File: src/rtl/decompress.sv
// Decompresses four d-bit coefficients per word to 12-bit values: y = (3329*x + 2^(d-1)) >> d.
// Two-stage stall-able pipeline with a polynomial-level FSM (64 words in, 64 words out, done pulse).
module decompress (
  input  logic        i_clk,
  input  logic        i_rst,
  input  logic [63:0] i_icoeffs,
  input  logic        i_icoeffs_valid,
  output logic        o_icoeffs_ready,
  input  logic [3:0]  i_d,
  output logic [63:0] o_coeffs,
  output logic        o_coeffs_valid,
  input  logic        i_coeffs_ready,
  output logic        o_done
);

  typedef enum logic [1:0] {S_IDLE, S_RUN, S_DRAIN, S_DONE} state_t;

  state_t      r_state, w_next;
  logic [3:0]  r_d;
  logic [6:0]  r_in_cnt, r_out_cnt;
  logic        r_s1_valid;
  logic [22:0] r_s1_sum [4];
  logic [3:0]  r_s1_shift;

  logic        w_en, w_in_hs, w_out_hs, w_pass;
  logic [3:0]  w_d;
  logic [15:0] w_mask;
  logic [22:0] w_round;
  logic [15:0] w_lane [4];
  logic [22:0] w_sum  [4];
  logic [11:0] w_y    [4];

  assign w_en            = !o_coeffs_valid || i_coeffs_ready;
  assign o_icoeffs_ready = !i_rst && (r_state == S_IDLE || r_state == S_RUN) && w_en;
  assign w_in_hs         = i_icoeffs_valid && o_icoeffs_ready;
  assign w_out_hs        = o_coeffs_valid && i_coeffs_ready;
  assign o_done          = (r_state == S_DONE);
  // The first word of a polynomial is computed with i_d before it lands in r_d.
  assign w_d             = (r_state == S_IDLE) ? i_d : r_d;

  // NOTE: every always_comb output gets a default first so no path can infer a latch.
  always_comb begin
    w_next = r_state;
    unique case (r_state)
      S_IDLE:  if (w_in_hs) w_next = S_RUN;
      S_RUN:   if (w_in_hs && r_in_cnt == 7'd63) w_next = S_DRAIN;
      S_DRAIN: if (w_out_hs && r_out_cnt == 7'd63) w_next = S_DONE;
      S_DONE:  w_next = S_IDLE;
      default: w_next = S_IDLE;
    endcase
  end

  always_comb begin
    w_pass = 1'b1;
    case (w_d)
      4'd1, 4'd4, 4'd5, 4'd10, 4'd11: w_pass = 1'b0;
      default:                        w_pass = 1'b1;
    endcase
    w_mask  = w_pass ? 16'h0FFF : (16'd1 << w_d) - 16'd1;
    w_round = w_pass ? 23'd0 : (23'd1 << (w_d - 4'd1));
    for (int k = 0; k < 4; k++) begin
      w_lane[k] = i_icoeffs[16*k +: 16] & w_mask;
      w_sum[k]  = w_pass ? {7'd0, w_lane[k]} : ({7'd0, w_lane[k]} * 23'd3329) + w_round;
    end
  end

  always_comb begin
    for (int k = 0; k < 4; k++) w_y[k] = 12'(r_s1_sum[k] >> r_s1_shift);
  end

  // NOTE: sequential state uses non-blocking assignments so every register samples pre-edge values.
  always_ff @(posedge i_clk) begin
    if (i_rst) begin
      r_state        <= S_IDLE;
      r_d            <= 4'd0;
      r_in_cnt       <= 7'd0;
      r_out_cnt      <= 7'd0;
      r_s1_valid     <= 1'b0;
      o_coeffs_valid <= 1'b0;
      o_coeffs       <= 64'd0;
    end else begin
      r_state <= w_next;
      if (r_state == S_IDLE && w_in_hs) r_d <= i_d;
      if (r_state == S_DONE) begin
        r_in_cnt  <= 7'd0;
        r_out_cnt <= 7'd0;
      end else begin
        if (w_in_hs)  r_in_cnt  <= r_in_cnt + 7'd1;
        if (w_out_hs) r_out_cnt <= r_out_cnt + 7'd1;
      end
      if (w_en) begin
        r_s1_valid     <= w_in_hs;
        o_coeffs_valid <= r_s1_valid;
        if (r_s1_valid) begin
          for (int k = 0; k < 4; k++) o_coeffs[16*k +: 16] <= {4'd0, w_y[k]};
        end
      end
    end
  end

  // NOTE: stage-1 data is qualified by r_s1_valid, so it needs no reset.
  always_ff @(posedge i_clk) begin
    if (w_en && w_in_hs) begin
      r_s1_shift <= w_pass ? 4'd0 : w_d;
      for (int k = 0; k < 4; k++) r_s1_sum[k] <= w_sum[k];
    end
  end

endmodule
File: config.mk
export PLATFORM = sky130hd
export DESIGN_NAME = decompress
export DESIGN_NICKNAME = d
export VERILOG_FILES = /design/src/rtl/decompress.sv
export SDC_FILE = /design/constraint.sdc
export NUM_CORES = 1
export LEC_CHECK = 0
export ABC_AREA = 1
export BUFFER_PORTS_ARGS = -buffer_cell sky130_fd_sc_hd__buf_2
export CORE_ASPECT_RATIO = 0.6
export CORE_MARGIN = 2
export CORE_UTILIZATION = 65
export CTS_CLUSTER_SIZE = 40
export DETAILED_ROUTE_END_ITERATION = 10
export PLACE_DENSITY = 0.83
export SLEW_MARGIN = 15
export SYNTH_ARGS = -nofsm -noshare
export SYNTH_HDL_FRONTEND = slang
export SYNTH_SLANG_ARGS = --single-unit
File: constraint.sdc
create_clock -name i_clk -period 10.05 [get_ports i_clk]
set_input_delay 1.5075 -clock i_clk [delete_from_list [all_inputs] [get_ports i_clk]]
set_output_delay 1.5075 -clock i_clk [all_outputs]
set_load 0.02 [all_outputs]
==> results of run 1 <==
-- cells by family (layout without fill, tap and decap cells) --
group	Yosys count	after routing	share of synthesized area, %
and+or+nand+nor	985	985	20.4
buffers and inverters	518	564	9.85
muxes	21	21	1.01
other	1	73	0.0181
xor gates and xnor gates	67	67	2.83
DFF	166	166	20.7
AOI/OAI and AO/OA	554	554	15.0
adders and majority gates	450	450	30.2
-- registers in the layout, summed over array words and instances, names as in the netlist --
register	count
r_s1_valid	1
r_d	4
o_coeffs	48
r_in_cnt	7
o_coeffs_valid	1
r_out_cnt	7
r_s1_shift	4
r_state	2
r_s1_sum	92
-- area by class of cell --
type                            count  share of cell area [%]
Antenna cell                        1                  0.0113
Tap cell                          416                    2.34
Sequential cell                   166                    19.3
Timing Repair Buffer              125                    2.94
Clock inverter                     15                   0.698
Multi-Input combinational cell   2149                    66.0
Inverter                          407                    6.88
Clock buffer                       17                    1.91
-- how the worst max path moves through the flow --
stage,startpoint,end,slack (ns),depth (start not counted)
2_1_floorplan,i_d[1],r_s1_sum[0][18],3.81,33
5_1_grt,i_d[2],r_s1_sum[0][20],2.32,27
3_3_place_gp,i_d[2],r_s1_sum[1][22],2.57,29
6_report,i_d[1],r_s1_sum[0][18],2.66,32
4_1_cts,i_d[2],r_s1_sum[0][18],2.91,32
3_5_place_dp,i_d[2],r_s1_sum[0][18],2.42,32
-- worst register-to-register path: cells and delay by family, from the launching register on --
kind                       cells  cell delay, ns
and+or+nand+nor               13            2.85
buffers and inverters          6            1.02
AOI/OAI and AO/OA              1            0.16
adders and majority gates      7            2.62
DFF                            1            0.33
-- metal layers --
metal	up-vias	wire, um	global-route usage [%]
met5	-	0	0
met3	167	5650	6.59
met2	1016	25900	56.1
li1	9374	-	-
met4	0	2500	15.5
met1	9220	27100	53.6
-- layout by cell type, fill, tap and decap left out, types with 5 or more instances in the layout --
cell type / Yosys / layout
sky130_fd_sc_hd__buf_4: 16 / 11
sky130_fd_sc_hd__o21ai_0: 246 / 246
sky130_fd_sc_hd__inv_1: 398 / 396
sky130_fd_sc_hd__xnor2_1: 9 / 9
sky130_fd_sc_hd__dfxtp_1: 70 / 70
sky130_fd_sc_hd__nand3_1: 167 / 167
sky130_fd_sc_hd__nand4_1: 13 / 13
sky130_fd_sc_hd__a211oi_1: 7 / 7
sky130_fd_sc_hd__o31ai_1: 9 / 9
sky130_fd_sc_hd__mux2i_1: 21 / 21
sky130_fd_sc_hd__nor2_1: 155 / 154
sky130_fd_sc_hd__edfxtp_1: 96 / 96
sky130_fd_sc_hd__ha_1: 366 / 366
sky130_fd_sc_hd__buf_2: 16 / 114
sky130_fd_sc_hd__inv_8: 0 / 5
sky130_fd_sc_hd__o22ai_1: 7 / 7
sky130_fd_sc_hd__or2_2: 6 / 6
sky130_fd_sc_hd__nand2_1: 557 / 557
sky130_fd_sc_hd__nand3b_1: 8 / 8
sky130_fd_sc_hd__clkbuf_16: 0 / 17
sky130_fd_sc_hd__nor2_4: 4 / 5
sky130_fd_sc_hd__a31oi_1: 25 / 25
sky130_fd_sc_hd__inv_2: 7 / 8
sky130_fd_sc_hd__o221a_2: 9 / 9
sky130_fd_sc_hd__conb_1: 1 / 72
sky130_fd_sc_hd__fa_1: 84 / 84
sky130_fd_sc_hd__o21bai_1: 5 / 5
sky130_fd_sc_hd__o211ai_1: 19 / 19
sky130_fd_sc_hd__a21o_1: 24 / 24
sky130_fd_sc_hd__nor2_2: 14 / 14
sky130_fd_sc_hd__xor2_1: 58 / 58
sky130_fd_sc_hd__a21oi_1: 183 / 183
sky130_fd_sc_hd__nor3_1: 24 / 24
sky130_fd_sc_hd__nand2_2: 13 / 13
sky130_fd_sc_hd__o21a_1: 8 / 8
-- through the flow --
| step | cells | worst slack [ns] |
|---|---|---|
| final | 3296 | 2.66 |
| after global routing | 3296 | 2.32 |
| after CTS | 3295 | 2.91 |
| after detailed placement | 3263 | 2.42 |
| after global placement | 3263 | 2.57 |
| after floorplan | 2833 | 3.81 |
==> PnR_summary.wiki, run 1 <==
{| class="wikitable"
! Metric !! Value
|-
| Kind of start point of the critical path || primary input
|-
| Minimum hold slack || 0.463 ns
|-
| Starting density of the core || 66.2%
|-
| Vias in the first global route || 18626
|-
| Global-route wire length before repair || 97.5 mm
|-
| Post-synth top area share || 22.1%
|-
| Result of the run || completed
|-
| Post-route minimum period || 7.39 ns
|-
| Tcrit/Tclk final || 73.6%
|-
| Number of instances resized during post-cts repair || 0
|-
| Clock latency reported for the late side of the worst-skew pair || 0.46 ns
|-
| 1st-iter DRT viols || 2118
|-
| Worst slew margin relative to its limit || 18.4%
|-
| Largest buffer count on any clock path || 2
|-
| Distinct cells, synth || 53
|-
| Maximum capacitance violations || 0
|-
| Largest net degree at the start of global routing || 89
|-
| Detailed-route DRC error count || 0
|-
| Number of cells produced by synthesis || 2762
|-
| Maximum frequency from static timing analysis || 135 MHz
|-
| Post-synth top area cell || sky130_fd_sc_hd__ha_1
|-
| Max-slew violations || 0
|-
| Class of the tightest hold or removal check || register to register
|-
| Layout-stage area growth over the synthesis result || 7.34%
|-
| Final-report setup violation count || 0
|-
| Data required time of the worst path || 10.27 ns
|-
| Remaining global-route overflow || 0
|-
| Fraction of layout cells with a size suffix above 1 || 7.88%
|-
| Total Die Area || 0.0334 sq mm
|-
| Final routed wirelength across all metal layers || 61.1 mm
|-
| Largest delay share family, worst path || adder cells
|-
| Net count of the finished layout || 3388
|-
| Multi-input gate area in the final layout || 0.0147 sq mm
|-
| Final hold viol count || 0
|-
| Reg clk slew, reported paths || 0.08 ns
|-
| Total standard cell area after synthesis || 0.0207 sq mm
|-
| Routed length per instance || 18.5 um
|-
| Critical Path End Type || register
|-
| Final HPWL from detailed placement || 48.9 mm
|-
| Initial antenna violation count || 1
|-
| Number of cells traversed by the worst register-to-register path || 27
|-
| TritonCTS clock tree || built
|-
| GRT Total Usage || 37.5%
|-
| Io pins || 139
|-
| Launch point of the worst reg-to-reg path || r_state[0]
|-
| DIE HEIGHT || 142 um
|-
| Most common cell in the synthesized netlist || sky130_fd_sc_hd__nand2_1
|-
| Unrepaired setup endpoints after global routing || no
|-
| Worst hold path cell count || 2
|-
| Setup Crit Path Kind || primary input to register
|-
| Setup TNS || 0 ns
|-
| Buffer cell driving the clock tree root || sky130_fd_sc_hd__clkbuf_16
|-
| Main synth FF type || sky130_fd_sc_hd__edfxtp_1
|-
| Final ANT Viol Nets || 0
|-
| Standard-cell rows || 50
|-
| Reg2reg end || r_s1_sum[0][22]
|-
| Post-Synthesis Mean Instance Area || 7.50 sq um
|-
| Clock net sink count || 166
|-
| Number of synthesized register bits || 166
|-
| Post-route design area || 0.0222 sq mm
|-
| Sequential area share after synthesis || 20.7%
|-
| Width of the die || 234 um
|-
| Standard cell with the maximum stage delay on the critical path || sky130_fd_sc_hd__fa_1
|-
| Maximum clock skew at final layout || 0.0114 ns
|-
| Number of enable flip-flop cells after synthesis || 96
|-
| Post-CTS setup repair buffer count || 0
|-
| Total core area || 0.0313 sq mm
|-
| Vias/cell || 6.00
|-
| Fillers || 2622
|-
| Leading post-synthesis cells by cell area || sky130_fd_sc_hd__ha_1 (22%), sky130_fd_sc_hd__edfxtp_1 (14%), sky130_fd_sc_hd__nand2_1 (10%)
|-
| Share of flip-flops with an asynchronous set or reset after synthesis || 0%
|-
| Number of H-tree levels || 4
|-
| Buffers on Ports || 114
|-
| Hold_sp || r_in_cnt[6]
|-
| Least-Margin Pin Slew || 1.22 ns
|-
| Total number of vias || 19777
|-
| Storage cell area || 0.00428 sq mm
|-
| Delay of the slowest critical-path stage || 0.51 ns
|-
| Routability-driven placement congestion ratio || 1.01
|-
| Worst reg-to-reg setup slack || 2.81 ns
|-
| Top post-synthesis cells by count || sky130_fd_sc_hd__nand2_1 (557), sky130_fd_sc_hd__inv_1 (398), sky130_fd_sc_hd__ha_1 (366)
|-
| Endpoint, Worst Hold || r_in_cnt[6]
|-
| Buffers and inverters on the worst path || 7
|-
| Core utilization of the finished layout || 71.1%
|-
| Placed Area || 0.0216 sq mm
|-
| Max FO, Critical Path || 62
|-
| Hold_buf cts || 0
|-
| Number of warning messages in the yosys log || 0
|-
| Cell mode on critical path || sky130_fd_sc_hd__nand2_1
|-
| Data arrival time of the critical path || 7.62 ns
|-
| Detailed-routing iteration count for the pre-antenna-repair pass || 8
|-
| Number of CTS-inserted buffers || 17
|}
Power of run 1 is not shown: default switching activity piles up to over one toggle a cycle in this logic, so the estimate is an artifact.
==> inputs of run 2 (changes only) <==
--- a/config.mk
+++ b/config.mk
@@ -5,14 +5,14 @@
 export SDC_FILE = /design/constraint.sdc
 export NUM_CORES = 1
 export LEC_CHECK = 0
-export ABC_AREA = 1
+export ABC_AREA = 0
 export BUFFER_PORTS_ARGS = -buffer_cell sky130_fd_sc_hd__buf_2
 export CORE_ASPECT_RATIO = 0.6
 export CORE_MARGIN = 2
-export CORE_UTILIZATION = 65
+export CORE_UTILIZATION = 63
 export CTS_CLUSTER_SIZE = 40
 export DETAILED_ROUTE_END_ITERATION = 10
-export PLACE_DENSITY = 0.83
+export PLACE_DENSITY = 0.81
 export SLEW_MARGIN = 15
 export SYNTH_ARGS = -nofsm -noshare
 export SYNTH_HDL_FRONTEND = slang
==> constraint.sdc (replaced) <==
create_clock -name i_clk -period 7 [get_ports i_clk]
set_input_delay 1.05 -clock i_clk [delete_from_list [all_inputs] [get_ports i_clk]]
set_output_delay 1.05 -clock i_clk [all_outputs]
set_load 0.02 [all_outputs]
==> run 2 against run 1 <==
Against the previous run: die area barely moved; sequential share of layout area down 0.091 points; core utilization is 0.34 points higher; clock-buffer cell count stayed put; via count fell by 15%; synthesized cell count down 23%; non-clock buffer count grew 87; wire length decreased by 8.2%; cell area is 0.47% higher; flip-flop and latch count stayed put; critical path type is now register to register.
==> PnR_summary.wiki, run 2 <==
{| class="wikitable"
! Metric !! Value
|-
| Worst hold path cell count || 2
|-
| Worst slew margin relative to its limit || 30.3%
|-
| Largest buffer count on any clock path || 2
|-
| Starting density of the core || 64.2%
|-
| Standard cell with the maximum stage delay on the critical path || sky130_fd_sc_hd__fa_1
|-
| Global-route wire length before repair || 87.8 mm
|-
| Post-Synthesis Mean Instance Area || 9.45 sq um
|-
| Hold_sp || o_coeffs[53]
|-
| Reg clk slew, reported paths || 0.08 ns
|-
| Final-report setup violation count || 0
|-
| Hold_buf cts || 0
|-
| Placed Area || 0.0217 sq mm
|-
| Detailed-routing iteration count for the pre-antenna-repair pass || 7
|-
| Top post-synthesis cells by count || sky130_fd_sc_hd__ha_1 (366), sky130_fd_sc_hd__inv_1 (234), sky130_fd_sc_hd__nand2_1 (221)
|-
| Max FO, Critical Path || 11
|-
| Setup TNS || 0 ns
|-
| Topmost layer with routed signal wires || met5
|-
| Width of the die || 234 um
|-
| Final ANT Viol Nets || 0
|-
| Buffers on Ports || 114
|-
| Routability-driven placement congestion ratio || 0.952
|-
| Layout-stage area growth over the synthesis result || 11.3%
|-
| Vias/cell || 6.08
|-
| Most frequent cells in the layout || sky130_fd_sc_hd__ha_1 (366), sky130_fd_sc_hd__inv_1 (234), sky130_fd_sc_hd__nand2_1 (219), sky130_fd_sc_hd__nor2_1 (149), sky130_fd_sc_hd__a21oi_1 (135)
|-
| Launch point of the worst reg-to-reg path || r_state[0]
|-
| Largest net degree at the start of global routing || 98
|-
| Post-route minimum period || 6.76 ns
|-
| Largest register by flop count || r_s1_sum
|-
| Least-Margin Pin Slew || 1.05 ns
|-
| Share of flip-flops with an asynchronous set or reset after synthesis || 0%
|-
| Standard-cell rows || 50
|-
| Buffer cell driving the clock tree root || sky130_fd_sc_hd__clkbuf_16
|-
| Most common library cell in the layout ignoring fill and taps || sky130_fd_sc_hd__ha_1
|-
| Fraction of layout cells with a size suffix above 1 || 15.2%
|-
| Reg2reg end || r_s1_sum[3][21]
|-
| Fillers || 2320
|-
| Vias in the first global route || 16355
|-
| Data required time of the worst path || 7.21 ns
|-
| Routed length per instance || 20.4 um
|-
| Number of H-tree levels || 4
|-
| Final routed wirelength across all metal layers || 56.1 mm
|-
| Number of CTS-inserted buffers || 17
|-
| Metal-1 WL || 24.7 mm
|-
| Number of warning messages in the yosys log || 0
|-
| Main synth FF type || sky130_fd_sc_hd__edfxtp_1
|-
| Cell Chain, Critical Path || inv_1 -> ha_1 -> or3b_2 -> a21o_1 -> ha_1 -> a21boi_1 -> ha_1 -> inv_1 -> fa_1 -> inv_1 -> ha_1 -> inv_1 -> fa_1 -> fa_1 -> inv_1 -> ha_1 -> and4_1 -> nand2_1 -> o211ai_1 -> o21ai_1 -> o31ai_1 -> mux2i_1 -> a2111oi_4 -> buf_4
|-
| Number of synthesized register bits || 166
|-
| Multi-input gate area in the final layout || 0.0147 sq mm
|-
| Kind of start point of the critical path || register
|-
| Post-synth top area share || 22.8%
|-
| Endpoint, Worst Hold || o_coeffs[53]
|-
| 1st-iter DRT viols || 1774
|-
| DR WL met3 || 6.50 mm
|-
| Critical Path End Type || register
|-
| Met2 wire length || 23.4 mm
|-
| Total standard cell area after synthesis || 0.0201 sq mm
|-
| Largest register FFs || 92
|-
| Leading registers by flop count || r_s1_sum x92, o_coeffs x48
|-
| Clock latency reported for the late side of the worst-skew pair || 0.45 ns
|-
| Post-route design area || 0.0223 sq mm
|-
| DIE HEIGHT || 142 um
|-
| Storage cell area || 0.00428 sq mm
|-
| Leading post-synthesis cells by cell area || sky130_fd_sc_hd__ha_1 (23%), sky130_fd_sc_hd__edfxtp_1 (14%), sky130_fd_sc_hd__mux4_2 (8.6%)
|-
| Class of the tightest hold or removal check || register to register
|-
| Number of cells produced by synthesis || 2124
|-
| Total core area || 0.0313 sq mm
|-
| Max-slew violations || 0
|-
| Unrepaired setup endpoints after global routing || yes
|-
| Tcrit/Tclk final || 96.6%
|-
| Setup Crit Path Kind || register to register
|-
| Result of the run || completed
|-
| Remaining global-route overflow || 0
|-
| GRT Total Usage || 34.3%
|-
| Initial antenna violation count || 3
|-
| Clock net sink count || 166
|-
| Final HPWL from detailed placement || 45.5 mm
|-
| Largest delay share family, worst path || adder cells
|-
| Sequential area share after synthesis || 21.3%
|-
| Total Die Area || 0.0334 sq mm
|-
| Final hold viol count || 0
|-
| Most common cell in the synthesized netlist || sky130_fd_sc_hd__ha_1
|-
| Delay of the slowest critical-path stage || 0.52 ns
|-
| Maximum capacitance violations || 0
|-
| Number of cells traversed by the worst register-to-register path || 24
|-
| Post-synth top area cell || sky130_fd_sc_hd__ha_1
|-
| Data arrival time of the critical path || 6.97 ns
|-
| Detailed-route DRC error count || 0
|-
| Buffers and inverters on the worst path || 6
|-
| Number of enable flip-flop cells after synthesis || 96
|-
| Total number of vias || 16718
|-
| TritonCTS clock tree || built
|-
| Distinct cells, synth || 63
|-
| Net count of the finished layout || 2841
|-
| Worst reg-to-reg setup slack || 0.24 ns
|-
| Maximum clock skew at final layout || 0.0143 ns
|-
| Io pins || 139
|-
| Maximum frequency from static timing analysis || 148 MHz
|}
==> run 2: cell types whose count changed in the layout (fill, tap and decap cells not counted), sizes merged, moves of 19 or more <==
| cell | before | now |
|---|---|---|
| buf | 125 | 212 |
| a211oi | 7 | 38 |
| nand3 | 171 | 21 |
| mux4 | 0 | 77 |
| xnor2 | 9 | 65 |
| and2 | 3 | 22 |
| mux2i | 21 | 42 |
| nor2b | 0 | 24 |
| inv | 413 | 242 |
| a21oi | 184 | 135 |
| o21ai | 251 | 67 |
| nor2 | 174 | 149 |
| nand2 | 574 | 222 |
==> run 2: cell type report <==
| type | instances | share of cell area, % |
|---|---|---|
| timing repair buffer | 212 | 5.95 |
| clock inverter | 15 | 0.812 |
| sequential | 166 | 19.2 |
| inverter | 235 | 3.96 |
| multi-input combinational | 1687 | 65.8 |
| antenna | 2 | 0.0224 |
| clock buffer | 17 | 1.90 |
| tap | 416 | 2.33 |
==> run 2: cell families (layout without fill, tap and decap cells) <==
logic type	after synthesis	after routing	share of synthesized area (%)
compound gates	384	384	12.0
other cells	1	74	0.0187
simple gates	528	528	11.8
xor+xnor	123	123	5.37
flops	166	166	21.3
buf+inv	342	479	6.88
fa+ha+maj	450	450	31.2
mux	130	130	11.4
==> run 2: timing repair <==
action | 4_1_cts | 5_1_grt
endpoints found under the hold margin | 0 | 0
setup buffers | 0 | 0
resized for setup | 2 | 6
setup endpoints to repair | 1 | 10
==> run 2: tightest hold or removal path, cell delays in order (launching register included) <==
cell and delay, ns:
sky130_fd_sc_hd__dfxtp_1 0.31, sky130_fd_sc_hd__nand2_1 0.05, sky130_fd_sc_hd__a21oi_1 0.05
==> run 2: layer usage <==
layer / global-route usage [%] / vias to the layer above
li1: - / 7799
met4: 10.2 / 2
met5: 0 / -
met3: 10.4 / 103
met1: 49.0 / 8008
met2: 50.2 / 806
==> run 2: worst max path at each step <==
| stage | start | endpoint | slack (ns) | depth (start not counted) |
|---|---|---|---|---|
| 5_1_grt | r_state[0] | r_s1_sum[3][21] | -0.09 | 27 |
| 2_1_floorplan | i_d[0] | r_s1_sum[3][21] | 0.39 | 23 |
| 6_report | r_state[0] | r_s1_sum[3][21] | 0.24 | 24 |
| 3_5_place_dp | i_d[0] | r_s1_sum[3][21] | -0.48 | 23 |
| 3_3_place_gp | i_d[0] | r_s1_sum[3][21] | -0.45 | 23 |
| 4_1_cts | r_state[0] | r_s1_sum[3][21] | 0.1 | 24 |
==> run 2: per-stage QoR <==
| step | hold slack (ns) | cells | util, % | setup slack (ns) |
|---|---|---|---|---|
| 2_1_floorplan | 0.449 | 2195 | - | 0.387 |
| 3_3_place_gp | 0.436 | 2715 | 69.3 | -0.446 |
| 3_5_place_dp | 0.445 | 2715 | 69.3 | -0.482 |
| 4_1_cts | 0.455 | 2747 | 71.3 | 0.0974 |
| 5_1_grt | 0.467 | 2750 | 71.4 | -0.0901 |
| 6_report | 0.457 | 2750 | 71.4 | 0.238 |
Power of run 2 is left out for the same reason.
